[config.mk]
export PLATFORM = sky130hd
export DESIGN_NAME = uart_tx_arbiter_flat
export DESIGN_NICKNAME = d
export VERILOG_FILES = /design/src/rtl/uart_tx_arbiter_pkg.sv /design/src/rtl/uart_tx_arbiter_if.sv /design/src/rtl/uart_tx_arbiter_rr_pick.sv /design/src/rtl/uart_tx_arbiter.sv /design/src/flat_wrapper.sv
export SDC_FILE = /design/constraint.sdc
export NUM_CORES = 1
export LEC_CHECK = 0
export ABC_AREA = 1
export CAP_MARGIN = 30
export CORE_MARGIN = 2
export CORE_UTILIZATION = 39
export CTS_CLUSTER_SIZE = 25
export DETAILED_ROUTE_END_ITERATION = 10
export GPL_TIMING_DRIVEN = 0
export PLACE_DENSITY = 0.88
export SYNTH_ARGS = -nofsm -noshare
export SYNTH_HDL_FRONTEND = slang
export SYNTH_SLANG_ARGS = --single-unit
[constraint.sdc]
create_clock -name clk -period 1.89 [get_ports clk]
set_input_delay 0.378 -clock clk [delete_from_list [all_inputs] [get_ports clk]]
set_output_delay 0.378 -clock clk [all_outputs]
set_load 0.01 [all_outputs]
[src/rtl/uart_tx_arbiter_pkg.sv]
// ---------------------------------------------------------------------------
// uart_tx_arbiter_pkg
// Shared types and constants for the UART transmit arbiter.
//   arb_state_e : arbiter FSM state codes (IDLE=0, START=1, WAIT_BUSY=2,
//                 WAIT_DONE=3).
//   IDX_W       : width of a requester index (owner / pointer), up to 8
//                 requesters.
//   last_idx()  : index of the last requester, the pointer value after reset
//                 so requester 0 is searched first.
// ---------------------------------------------------------------------------
package uart_tx_arbiter_pkg;

    typedef enum logic [1:0] {
        ARB_IDLE      = 2'd0,
        ARB_START     = 2'd1,
        ARB_WAIT_BUSY = 2'd2,
        ARB_WAIT_DONE = 2'd3
    } arb_state_e;

    localparam int IDX_W = 3;

    function automatic logic [IDX_W-1:0] last_idx(input int num_req);
        return IDX_W'(num_req - 1);
    endfunction

endpackage

[src/rtl/uart_tx_arbiter_if.sv]
// ---------------------------------------------------------------------------
// uart_tx_arbiter_if
// Bundles the requester side and the uart_transmit side of the arbiter.
//   req       : per-requester request level, held until req_ack
//   req_data  : flattened bytes, requester i at [i*DATA_W +: DATA_W]
//   req_ack   : one-cycle pulse, byte latched
//   req_done  : one-cycle pulse, byte fully shifted out
//   tx_send   : one-cycle send pulse to uart_transmit
//   tx_data   : byte to uart_transmit, stable from grant to idle
//   tx_ready  : ready from uart_transmit
//   busy      : arbiter not idle
//   owner     : current / last granted requester
//   err       : one-cycle watchdog abort pulse
//   state     : FSM state, debug visibility
// Handshake: a requester raises req and holds req/req_data until it sees
// its req_ack bit; after that it may drop req or change its byte. The
// uart side sees one tx_send pulse per byte, then ready falls while the
// frame shifts and rises again when the frame is finished.
// Modports: slave = arbiter, master = requesters plus uart model.
// ---------------------------------------------------------------------------
interface uart_tx_arbiter_if #(
    parameter int NUM_REQ = 3,
    parameter int DATA_W  = 8
);
    import uart_tx_arbiter_pkg::*;

    logic [NUM_REQ-1:0]        req;
    logic [NUM_REQ*DATA_W-1:0] req_data;
    logic [NUM_REQ-1:0]        req_ack;
    logic [NUM_REQ-1:0]        req_done;
    logic                      tx_send;
    logic [DATA_W-1:0]         tx_data;
    logic                      tx_ready;
    logic                      busy;
    logic [IDX_W-1:0]          owner;
    logic                      err;
    arb_state_e                state;

    modport slave (
        input  req, req_data, tx_ready,
        output req_ack, req_done, tx_send, tx_data, busy, owner, err, state
    );

    modport master (
        output req, req_data, tx_ready,
        input  req_ack, req_done, tx_send, tx_data, busy, owner, err, state
    );

endinterface

[src/rtl/uart_tx_arbiter_rr_pick.sv]
// ---------------------------------------------------------------------------
// uart_tx_arbiter_rr_pick
// Combinational round-robin picker.
//   req_i    : request vector
//   ptr_i    : index of the last winner
//   any_o    : at least one request present
//   winner_o : first set bit searching upward from ptr_i+1, wrapping
// ---------------------------------------------------------------------------
module uart_tx_arbiter_rr_pick
    import uart_tx_arbiter_pkg::*;
#(
    parameter int NUM_REQ = 3
) (
    input  logic [NUM_REQ-1:0] req_i,
    input  logic [IDX_W-1:0]   ptr_i,
    output logic               any_o,
    output logic [IDX_W-1:0]   winner_o
);
    logic             hi_hit;
    logic [IDX_W-1:0] hi_idx;
    logic [IDX_W-1:0] lo_idx;

    // Walking downward leaves the lowest matching index in each variable:
    // hi_idx is the lowest request above the pointer, lo_idx the lowest
    // request overall (used when the search wraps past the top).
    always_comb begin
        hi_hit = 1'b0;
        hi_idx = '0;
        lo_idx = '0;
        for (int j = NUM_REQ - 1; j >= 0; j--) begin
            if (req_i[j]) begin
                lo_idx = IDX_W'(j);
                if (IDX_W'(j) > ptr_i) begin
                    hi_hit = 1'b1;
                    hi_idx = IDX_W'(j);
                end
            end
        end
        any_o    = |req_i;
        winner_o = hi_hit ? hi_idx : lo_idx;
    end

endmodule

[src/rtl/uart_tx_arbiter.sv]
// ---------------------------------------------------------------------------
// uart_tx_arbiter
// Shares one uart_transmit between NUM_REQ byte sources with round-robin
// arbitration. Latches the winning byte, issues one send pulse, follows
// uart_transmit's ready to detect completion, and reports per-requester
// accept (req_ack) and completion (req_done). All outputs are registered.
//   clk, rst : clock, synchronous active-high reset
//   bus      : uart_tx_arbiter_if.slave (requests, uart handshake, status)
// Optional build macro UART_ARB_TIMEOUT_EN adds a TO_W-bit watchdog on the
// wait states; on expiry err pulses and the FSM returns to idle without
// req_done. Without the macro err is tied to 0 and the FSM waits forever.
// ---------------------------------------------------------------------------
module uart_tx_arbiter
    import uart_tx_arbiter_pkg::*;
#(
    parameter int NUM_REQ = 3,
    parameter int DATA_W  = 8,
    parameter int TO_W    = 20
) (
    input  logic             clk,
    input  logic             rst,
    uart_tx_arbiter_if.slave bus
);
    arb_state_e         state_q;
    logic [IDX_W-1:0]   ptr_q;
    logic [IDX_W-1:0]   owner_q;
    logic [NUM_REQ-1:0] ack_q;
    logic [NUM_REQ-1:0] done_q;
    logic               send_q;
    logic               busy_q;
    logic [DATA_W-1:0]  data_q;

    logic               pick_any;
    logic [IDX_W-1:0]   pick_idx;
    logic [DATA_W-1:0]  pick_byte;
    logic [NUM_REQ-1:0] pick_oh;
    logic [NUM_REQ-1:0] owner_oh;
    logic               to_hit;

`ifdef UART_ARB_TIMEOUT_EN
    // Abort on the edge where the counter reaches all-ones, i.e. after
    // 2^TO_W-1 cycles spent in the wait states.
    localparam logic [TO_W-1:0] TO_LAST = {{(TO_W-1){1'b1}}, 1'b0};
    logic [TO_W-1:0] to_cnt_q;
    logic            err_q;
    assign to_hit  = (to_cnt_q == TO_LAST);
    assign bus.err = err_q;
`else
    logic [TO_W-1:0] unused_to_w;
    assign unused_to_w = '0;
    assign to_hit      = 1'b0;
    assign bus.err     = 1'b0;
`endif

    uart_tx_arbiter_rr_pick #(
        .NUM_REQ (NUM_REQ)
    ) u_pick (
        .req_i    (bus.req),
        .ptr_i    (ptr_q),
        .any_o    (pick_any),
        .winner_o (pick_idx)
    );

    // Winner byte select and index-to-one-hot for ack/done pulses.
    always_comb begin
        pick_byte = '0;
        pick_oh   = '0;
        owner_oh  = '0;
        for (int j = 0; j < NUM_REQ; j++) begin
            if (pick_idx == IDX_W'(j)) begin
                pick_byte  = bus.req_data[j*DATA_W +: DATA_W];
                pick_oh[j] = 1'b1;
            end
            if (owner_q == IDX_W'(j)) begin
                owner_oh[j] = 1'b1;
            end
        end
    end

    always_ff @(posedge clk) begin
        if (rst) begin
            state_q <= ARB_IDLE;
            ptr_q   <= last_idx(NUM_REQ);
            owner_q <= '0;
            ack_q   <= '0;
            done_q  <= '0;
            send_q  <= 1'b0;
            busy_q  <= 1'b0;
            data_q  <= '0;
`ifdef UART_ARB_TIMEOUT_EN
            to_cnt_q <= '0;
            err_q    <= 1'b0;
`endif
        end else begin
            // Pulse outputs default low every cycle.
            ack_q  <= '0;
            done_q <= '0;
            send_q <= 1'b0;
`ifdef UART_ARB_TIMEOUT_EN
            err_q  <= 1'b0;
`endif
            case (state_q)
                ARB_IDLE: begin
                    // No grant while uart_transmit is not ready (e.g. it
                    // is still held in reset).
                    if (pick_any && bus.tx_ready) begin
                        data_q  <= pick_byte;
                        owner_q <= pick_idx;
                        ptr_q   <= pick_idx;
                        ack_q   <= pick_oh;
                        busy_q  <= 1'b1;
                        state_q <= ARB_START;
                    end
                end
                ARB_START: begin
                    send_q  <= 1'b1;
                    state_q <= ARB_WAIT_BUSY;
`ifdef UART_ARB_TIMEOUT_EN
                    to_cnt_q <= '0;
`endif
                end
                ARB_WAIT_BUSY: begin
                    // Ready falling means uart_transmit took the byte.
                    if (!bus.tx_ready) begin
                        state_q <= ARB_WAIT_DONE;
                    end else if (to_hit) begin
                        busy_q  <= 1'b0;
                        state_q <= ARB_IDLE;
`ifdef UART_ARB_TIMEOUT_EN
                        err_q   <= 1'b1;
`endif
                    end
`ifdef UART_ARB_TIMEOUT_EN
                    to_cnt_q <= to_cnt_q + 1'b1;
`endif
                end
                ARB_WAIT_DONE: begin
                    // A completed frame takes precedence over a watchdog
                    // expiring on the same edge. The pointer already holds
                    // the owner, so an aborted owner is not favoured.
                    if (bus.tx_ready) begin
                        done_q  <= owner_oh;
                        busy_q  <= 1'b0;
                        state_q <= ARB_IDLE;
                    end else if (to_hit) begin
                        busy_q  <= 1'b0;
                        state_q <= ARB_IDLE;
`ifdef UART_ARB_TIMEOUT_EN
                        err_q   <= 1'b1;
`endif
                    end
`ifdef UART_ARB_TIMEOUT_EN
                    to_cnt_q <= to_cnt_q + 1'b1;
`endif
                end
                default: begin
                    busy_q  <= 1'b0;
                    state_q <= ARB_IDLE;
                end
            endcase
        end
    end

    assign bus.req_ack  = ack_q;
    assign bus.req_done = done_q;
    assign bus.tx_send  = send_q;
    assign bus.tx_data  = data_q;
    assign bus.busy     = busy_q;
    assign bus.owner    = owner_q;
    assign bus.state    = state_q;

endmodule
[src/flat_wrapper.sv]
// flat-port wrapper written by rule: the top's interface ports become plain ports
module uart_tx_arbiter_flat import uart_tx_arbiter_pkg::*;
#(
    parameter int NUM_REQ = 3,
    parameter int DATA_W  = 8,
    parameter int TO_W    = 20
)
  (clk, rst, bus_req, bus_req_data, bus_tx_ready, bus_req_ack, bus_req_done, bus_tx_send, bus_tx_data, bus_busy, bus_owner, bus_err, bus_state);
  uart_tx_arbiter_if #(.NUM_REQ(NUM_REQ), .DATA_W(DATA_W)) bus_i ();
  input  logic clk;
  input  logic rst;
  input wire logic [$bits(bus_i.req)-1:0] bus_req;
  input wire logic [$bits(bus_i.req_data)-1:0] bus_req_data;
  input wire logic [$bits(bus_i.tx_ready)-1:0] bus_tx_ready;
  output wire logic [$bits(bus_i.req_ack)-1:0] bus_req_ack;
  output wire logic [$bits(bus_i.req_done)-1:0] bus_req_done;
  output wire logic [$bits(bus_i.tx_send)-1:0] bus_tx_send;
  output wire logic [$bits(bus_i.tx_data)-1:0] bus_tx_data;
  output wire logic [$bits(bus_i.busy)-1:0] bus_busy;
  output wire logic [$bits(bus_i.owner)-1:0] bus_owner;
  output wire logic [$bits(bus_i.err)-1:0] bus_err;
  output wire logic [$bits(bus_i.state)-1:0] bus_state;
  assign bus_i.req = bus_req;
  assign bus_i.req_data = bus_req_data;
  assign bus_i.tx_ready = bus_tx_ready;
  assign bus_req_ack = bus_i.req_ack;
  assign bus_req_done = bus_i.req_done;
  assign bus_tx_send = bus_i.tx_send;
  assign bus_tx_data = bus_i.tx_data;
  assign bus_busy = bus_i.busy;
  assign bus_owner = bus_i.owner;
  assign bus_err = bus_i.err;
  assign bus_state = bus_i.state;
  uart_tx_arbiter #(.NUM_REQ(NUM_REQ), .DATA_W(DATA_W), .TO_W(TO_W)) u_core (.clk(clk), .rst(rst), .bus(bus_i));
endmodule
; After elaboration in Yosys (flattened, before gate mapping)
; Index checks and enable logic that the tools add are counted.
; W data, S select, Z words.
[totals]
out_inout_bits = 22
elab_cells = 69
register_bits = 24
[op_classes]
reduce_logical = 11
n_mux = 33
eq_ne = 10
n_bitwise = 4
magnitude_cmp = 3
[ops]
columns = operator, count
row1 = $mux W8, 3
row2 = $mux W3, 7
row3 = $mux W1, 15
row4 = $mux W2, 6
row5 = $reduce_or A3 Y1, 3
row6 = $pmux W2 S4, 1
row7 = $eq A3 B1 Y1 const B, 2
row8 = $eq A3 B2 Y1 const B, 2
row9 = $gt A1 B3 Y1 const A, 2
row10 = $logic_not A3 Y1, 2
row11 = $reduce_and A3 Y1, 2
row12 = $eq A2 B2 Y1 const B, 2
row13 = $ne A2 B2 Y1 const B, 2
row14 = $not A1 Y1, 4
row15 = $gt A2 B3 Y1 const A, 1
row16 = $eq A2 B1 Y1 const B, 1
row17 = $logic_not A2 Y1, 1
row18 = $ne A2 B1 Y1 const B, 1
row19 = $pmux W1 S2, 1
row20 = $reduce_and A2 Y1, 1
row21 = $reduce_bool A2 Y1, 1
row22 = $logic_and A1 B1 Y1, 1

; Longest topological paths before layout
[depth]
word_depth = 12
ltp_mapped = 8
ltp_nobuf = 8

; By module
; Synthesis repeated with hierarchy kept, for this count alone.
[hier_totals]
cells_unflattened = 170
area_unflattened_um2 = 1191.1
[by_module_without_submodules]
columns = module, area_per_inst_um2, seq_area_each_um2, cells_each, instances
row1 = uart_tx_arbiter, 1122.3, 440.4, 154, 1
row2 = uart_tx_arbiter_rr_pick, 68.8, 0.0, 16, 1

; Worst setup path before layout
; OpenSTA, ideal clock, no wires.
[synth_timing]
path_type = reg2reg
from = register u_core.state_q[0], in the netlist u_core.bus.state[0]
to = register u_core.state_q[1], in the netlist u_core.bus.state[1]
t_arrival_ns = 1.244
slack_ns = 0.527
setup_time_ns = 0.120
required_ns = 1.770
path_stages_with_launch = 9
path_buffers = 0
cell_sequence = dfxtp_1 -> inv_1 -> ha_1 -> inv_1 -> o21ai_0 -> nand2_1 -> nand2_1 -> o21ai_0 -> a21oi_1
[synth_via]
elab_chain_len = 3
word_cells_on_any_way = 9
classes_between = eq/ne: 6 / mux: 1 / reduce/logical: 2
[synth_rtl]
columns = element, line
row1 = from (decl), uart_tx_arbiter.sv:24  ; arb_state_e state_q;
row2 = from (signal assigned), uart_tx_arbiter.sv:82  ; state_q <= ARB_IDLE;
row3 = from (signal assigned), uart_tx_arbiter.sv:112  ; state_q <= ARB_START;
row4 = from (signal assigned), uart_tx_arbiter.sv:117  ; state_q <= ARB_WAIT_BUSY;
row5 = $eq A2 B2 Y1 or $logic_not A2 Y1 (tied branches), uart_tx_arbiter.sv:102  ; case (state_q)
row6 = $ne A2 B2 Y1 (no line) or $ne A2 B1 Y1 (tied branches), n/a
row7 = $reduce_and A3 Y1 (no line), n/a
; Several ways; a longest one is shown, not always the timed one.
; A chain may end at the register's enable or synchronous reset.

; Worst setup path after layout
[layout_timing]
from = register u_core.owner_q[0], in the netlist u_core.bus.owner[0]
to = output bus_owner[0]
[layout_lines]
columns = element, line
row1 = from (decl), uart_tx_arbiter.sv:26  ; logic [IDX_W-1:0] owner_q;
row2 = from (signal assigned), uart_tx_arbiter.sv:108  ; owner_q <= pick_idx;
row3 = to (decl), flat_wrapper.sv:20  ; output wire logic [$bits(bus_i.owner)-1:0] bus_owner;
; No word-level cell between the ends.

==> flow_metrics.tcl <==
set metrics [dict create \
    outcome "completed" \
    combPwrFrac_pct 49.4 \
    die_w_microns 58.42 \
    io_buffers 49 \
    cts-resized-gates 0 \
    drtIter0Drc 18 \
    antenna_found_initial 0 \
    ir_worst_vdd_v 0.0006561 \
    first_pass_iters 4 \
    fin_cells 233 \
    worst-path-buf-inv 2 \
    syn_to_final_growth_pct 48.54 \
    num_rows 19 \
    ys_warn_count 0 \
    power.share.sequential_pct 37.1 \
    pre_cts_ws_ps -72.52 \
    fin_util_pct 61.67 \
    clock_path_buffers 2 \
    clk_latency_ps 310 \
    cp-start-kind "flip-flop" \
    io_pins 52 \
    synth_edf_count 0 \
    gp_congestion 0.7198 \
    htree_levels 1 \
    grt.overflow.total 0 \
    yosysSeqAreaShare_pct 36.40 \
    end_kind "output port" \
    p_sw_share_pct 37.44 \
    ys_ff_latch 21 \
    p_leak_nw 0.7255 \
    n_fill_cell 268 \
    critPathMaxFanout 4 \
    path_cells "buf_4 > clkdlybuf4s50_1" \
    synth_mux_area_share_pct 0 \
    synth-compound-area-share_pct 14.41 \
    via_count 1131 \
    p_clk_share_pct 13.5 \
    yosys.area_share.simple_pct 33.69 \
    period_minus_slack_ps 1740 \
    slew_viol_final 0 \
    grt_pass1_wl_microns 4402 \
    diodes 0 \
    fin_setup_tns_ps 0 \
    yosysUniqueCellTypes 29 \
    coreArea_sq_um 2781 \
    intPower_w 0.001026 \
    critPathTopFamily "buffers and inverters" \
    hold_class "flip-flop to flip-flop" \
    setup_slack_ps 150.4 \
    cp_slowest_cell "clkdlybuf4s50_1" \
    syn_inst 148 \
    cts_setup_buffers 0 \
    nets 238 \
    ant_nets 0 \
    hpwl_microns 2142 \
    crit_arrival_ps 1360 \
    drive_above_1_share_pct 15.84 \
    drv_cap 0 \
    worst-r2r-cell-count 8 \
    critPathKind "flip-flop to output port" \
    synth-xor-area-share_pct 0 \
    async_flop_share_pct 0 \
    first_global_vias 1013 \
    cts_made_buffers 3 \
    setup_viol 0 \
    power_density_nw_per_um2 956.1 \
    drc 0 \
    fmax_mhz 574.8 \
    rsz0062_at_grt "no" \
    postCtsHoldBufs 0 \
    p_switching_w 0.0006140 \
    cts_root_buf "clkbuf_4" \
    layout_commonest_cell "clkdlybuf4s50_1" \
    worstHoldPathCells 2 \
    track_usage_pct 17.13 \
    placed_cells 229 \
    synthAdderAreaFrac_pct 5.417 \
    cts_tree "done" \
    routedWlPerCell_microns 11.71 \
    worst-path-stages 2 \
    worst_hold_slack_ps 499.8 \
    initial_core_util_pct 41.52 \
    die_h_microns 58.42 \
    final_cell_mix "49 x clkdlybuf4s50_1, 27 x nand2_1, 21 x dfxtp_1" \
    grt_max_degree 13 \
    finalHoldViolCount 0 \
    required_ps 1510 \
    cts_sinks 21 \
    die_area_sq_um 3412 \
    synthFlopType "dfxtp_1" \
    routed_wl_microns 2729 \
    via_per_inst 4.854 \
    max_stage_delay_ps 520 \
    synth_top_family_by_area "simple AND/OR/NAND/NOR gates" \
    clk_pin_slew_worst_paths_ps 120 \
    synth_area_sq_um 1155 \
    skew_ps 9.847 \
    syn_avg_cell_area_sq_um 7.803 \
    period_share_pct 92.04 \
]
## worst register-to-register path: cells and delay by family, from the launching register on
family | cells | cell delay, ps
AOI/OAI and AO/OA | 3 | 300
adders and majority gates | 1 | 220
buffers and inverters | 2 | 230
DFF | 1 | 390
and+or+nand+nor | 2 | 200
## flip-flops by register name, summed over array words and instances, names as in the netlist
register / cells
u_core.bus.owner: 2
u_core.bus.tx_data: 8
u_core.bus.tx_send: 1
u_core.bus.state: 2
u_core.bus.busy: 1
u_core.bus.req_ack: 3
u_core.ptr_q: 1
u_core.bus.req_done: 3
## Yosys cell counts (2+ instances only)
cell type,number,area share [%]
nand2_4,2,2.0
nand4_1,2,1.1
nor2_1,9,2.9
nor3_1,3,1.3
ha_1,5,5.4
a21oi_2,4,3.0
buf_4,3,2.0
nand3_1,17,7.4
inv_2,2,0.65
buf_6,2,2.0
a21oi_1,7,3.0
nand2_2,2,1.1
or2_2,6,3.3
o21ai_0,12,5.2
dfxtp_1,21,36
nand3_4,2,3.0
nand2_1,27,8.8
inv_1,11,3.6
## final timing paths
| path | from | to | slack (ps) |
|---|---|---|---|
| max reg2reg | u_core.bus.state[0] | u_core.bus.state[1] | 440 |
| min reg2reg | u_core.bus.busy | u_core.bus.busy | 500 |
| max | u_core.bus.owner[0] | bus_owner[0] | 150 |
| min | u_core.bus.busy | u_core.bus.busy | 500 |
## area by class of cell
| class | count | area [sq um] | share of cell area [%] |
|---|---|---|---|
| clock buffer | 3 | 22.52 | 1.313 |
| multi-input combinational | 108 | 625.6 | 36.47 |
| sequential | 21 | 420.4 | 24.51 |
| buffer | 7 | 63.81 | 3.720 |
| clock inverter | 1 | 5.005 | 0.2918 |
| tap | 31 | 38.79 | 2.261 |
| timing repair buffer | 49 | 490.5 | 28.59 |
| inverter | 13 | 48.80 | 2.845 |
## power groups by stage
stage | Combinational, W | Clock [W] | Sequential [W]
3_3_place_gp | 0.000793 | 0 | 0.000614
6_report | 0.000810 | 0.000222 | 0.000608
5_1_grt | 0.000895 | 0.000246 | 0.000622
3_5_place_dp | 0.000811 | 0 | 0.000619
4_1_cts | 0.000817 | 0.000228 | 0.000608
2_1_floorplan | 0.000427 | 0 | 0.000655
## layer usage
metal	part of all wire [%]	global-route usage (%)	wire, microns
met5	0	0	0
met4	1.6	6.977	43
met3	9.1	5.714	249
met2	48	29.70	1317
met1	41	19.16	1119
## logic make-up (layout without fill, tap and decap cells)
group / Yosys count / count (layout)
AND/OR/NAND/NOR: 74 / 74
AO/OA/AOI/OAI: 27 / 27
flip-flops: 21 / 21
buffers and inverters: 20 / 73
adder cells (fa/ha/maj): 5 / 5
other: 1 / 2
## metrics by stage
step / instance area (sq um) / total power (W)
after floorplan: 1159 / 0.001082
after global placement: 1688 / 0.001407
after detailed placement: 1688 / 0.001431
after CTS: 1715 / 0.001653
after global routing: 1715 / 0.001762
final: 1715 / 0.001640
Note: power is estimated with default switching activity, not from simulation.
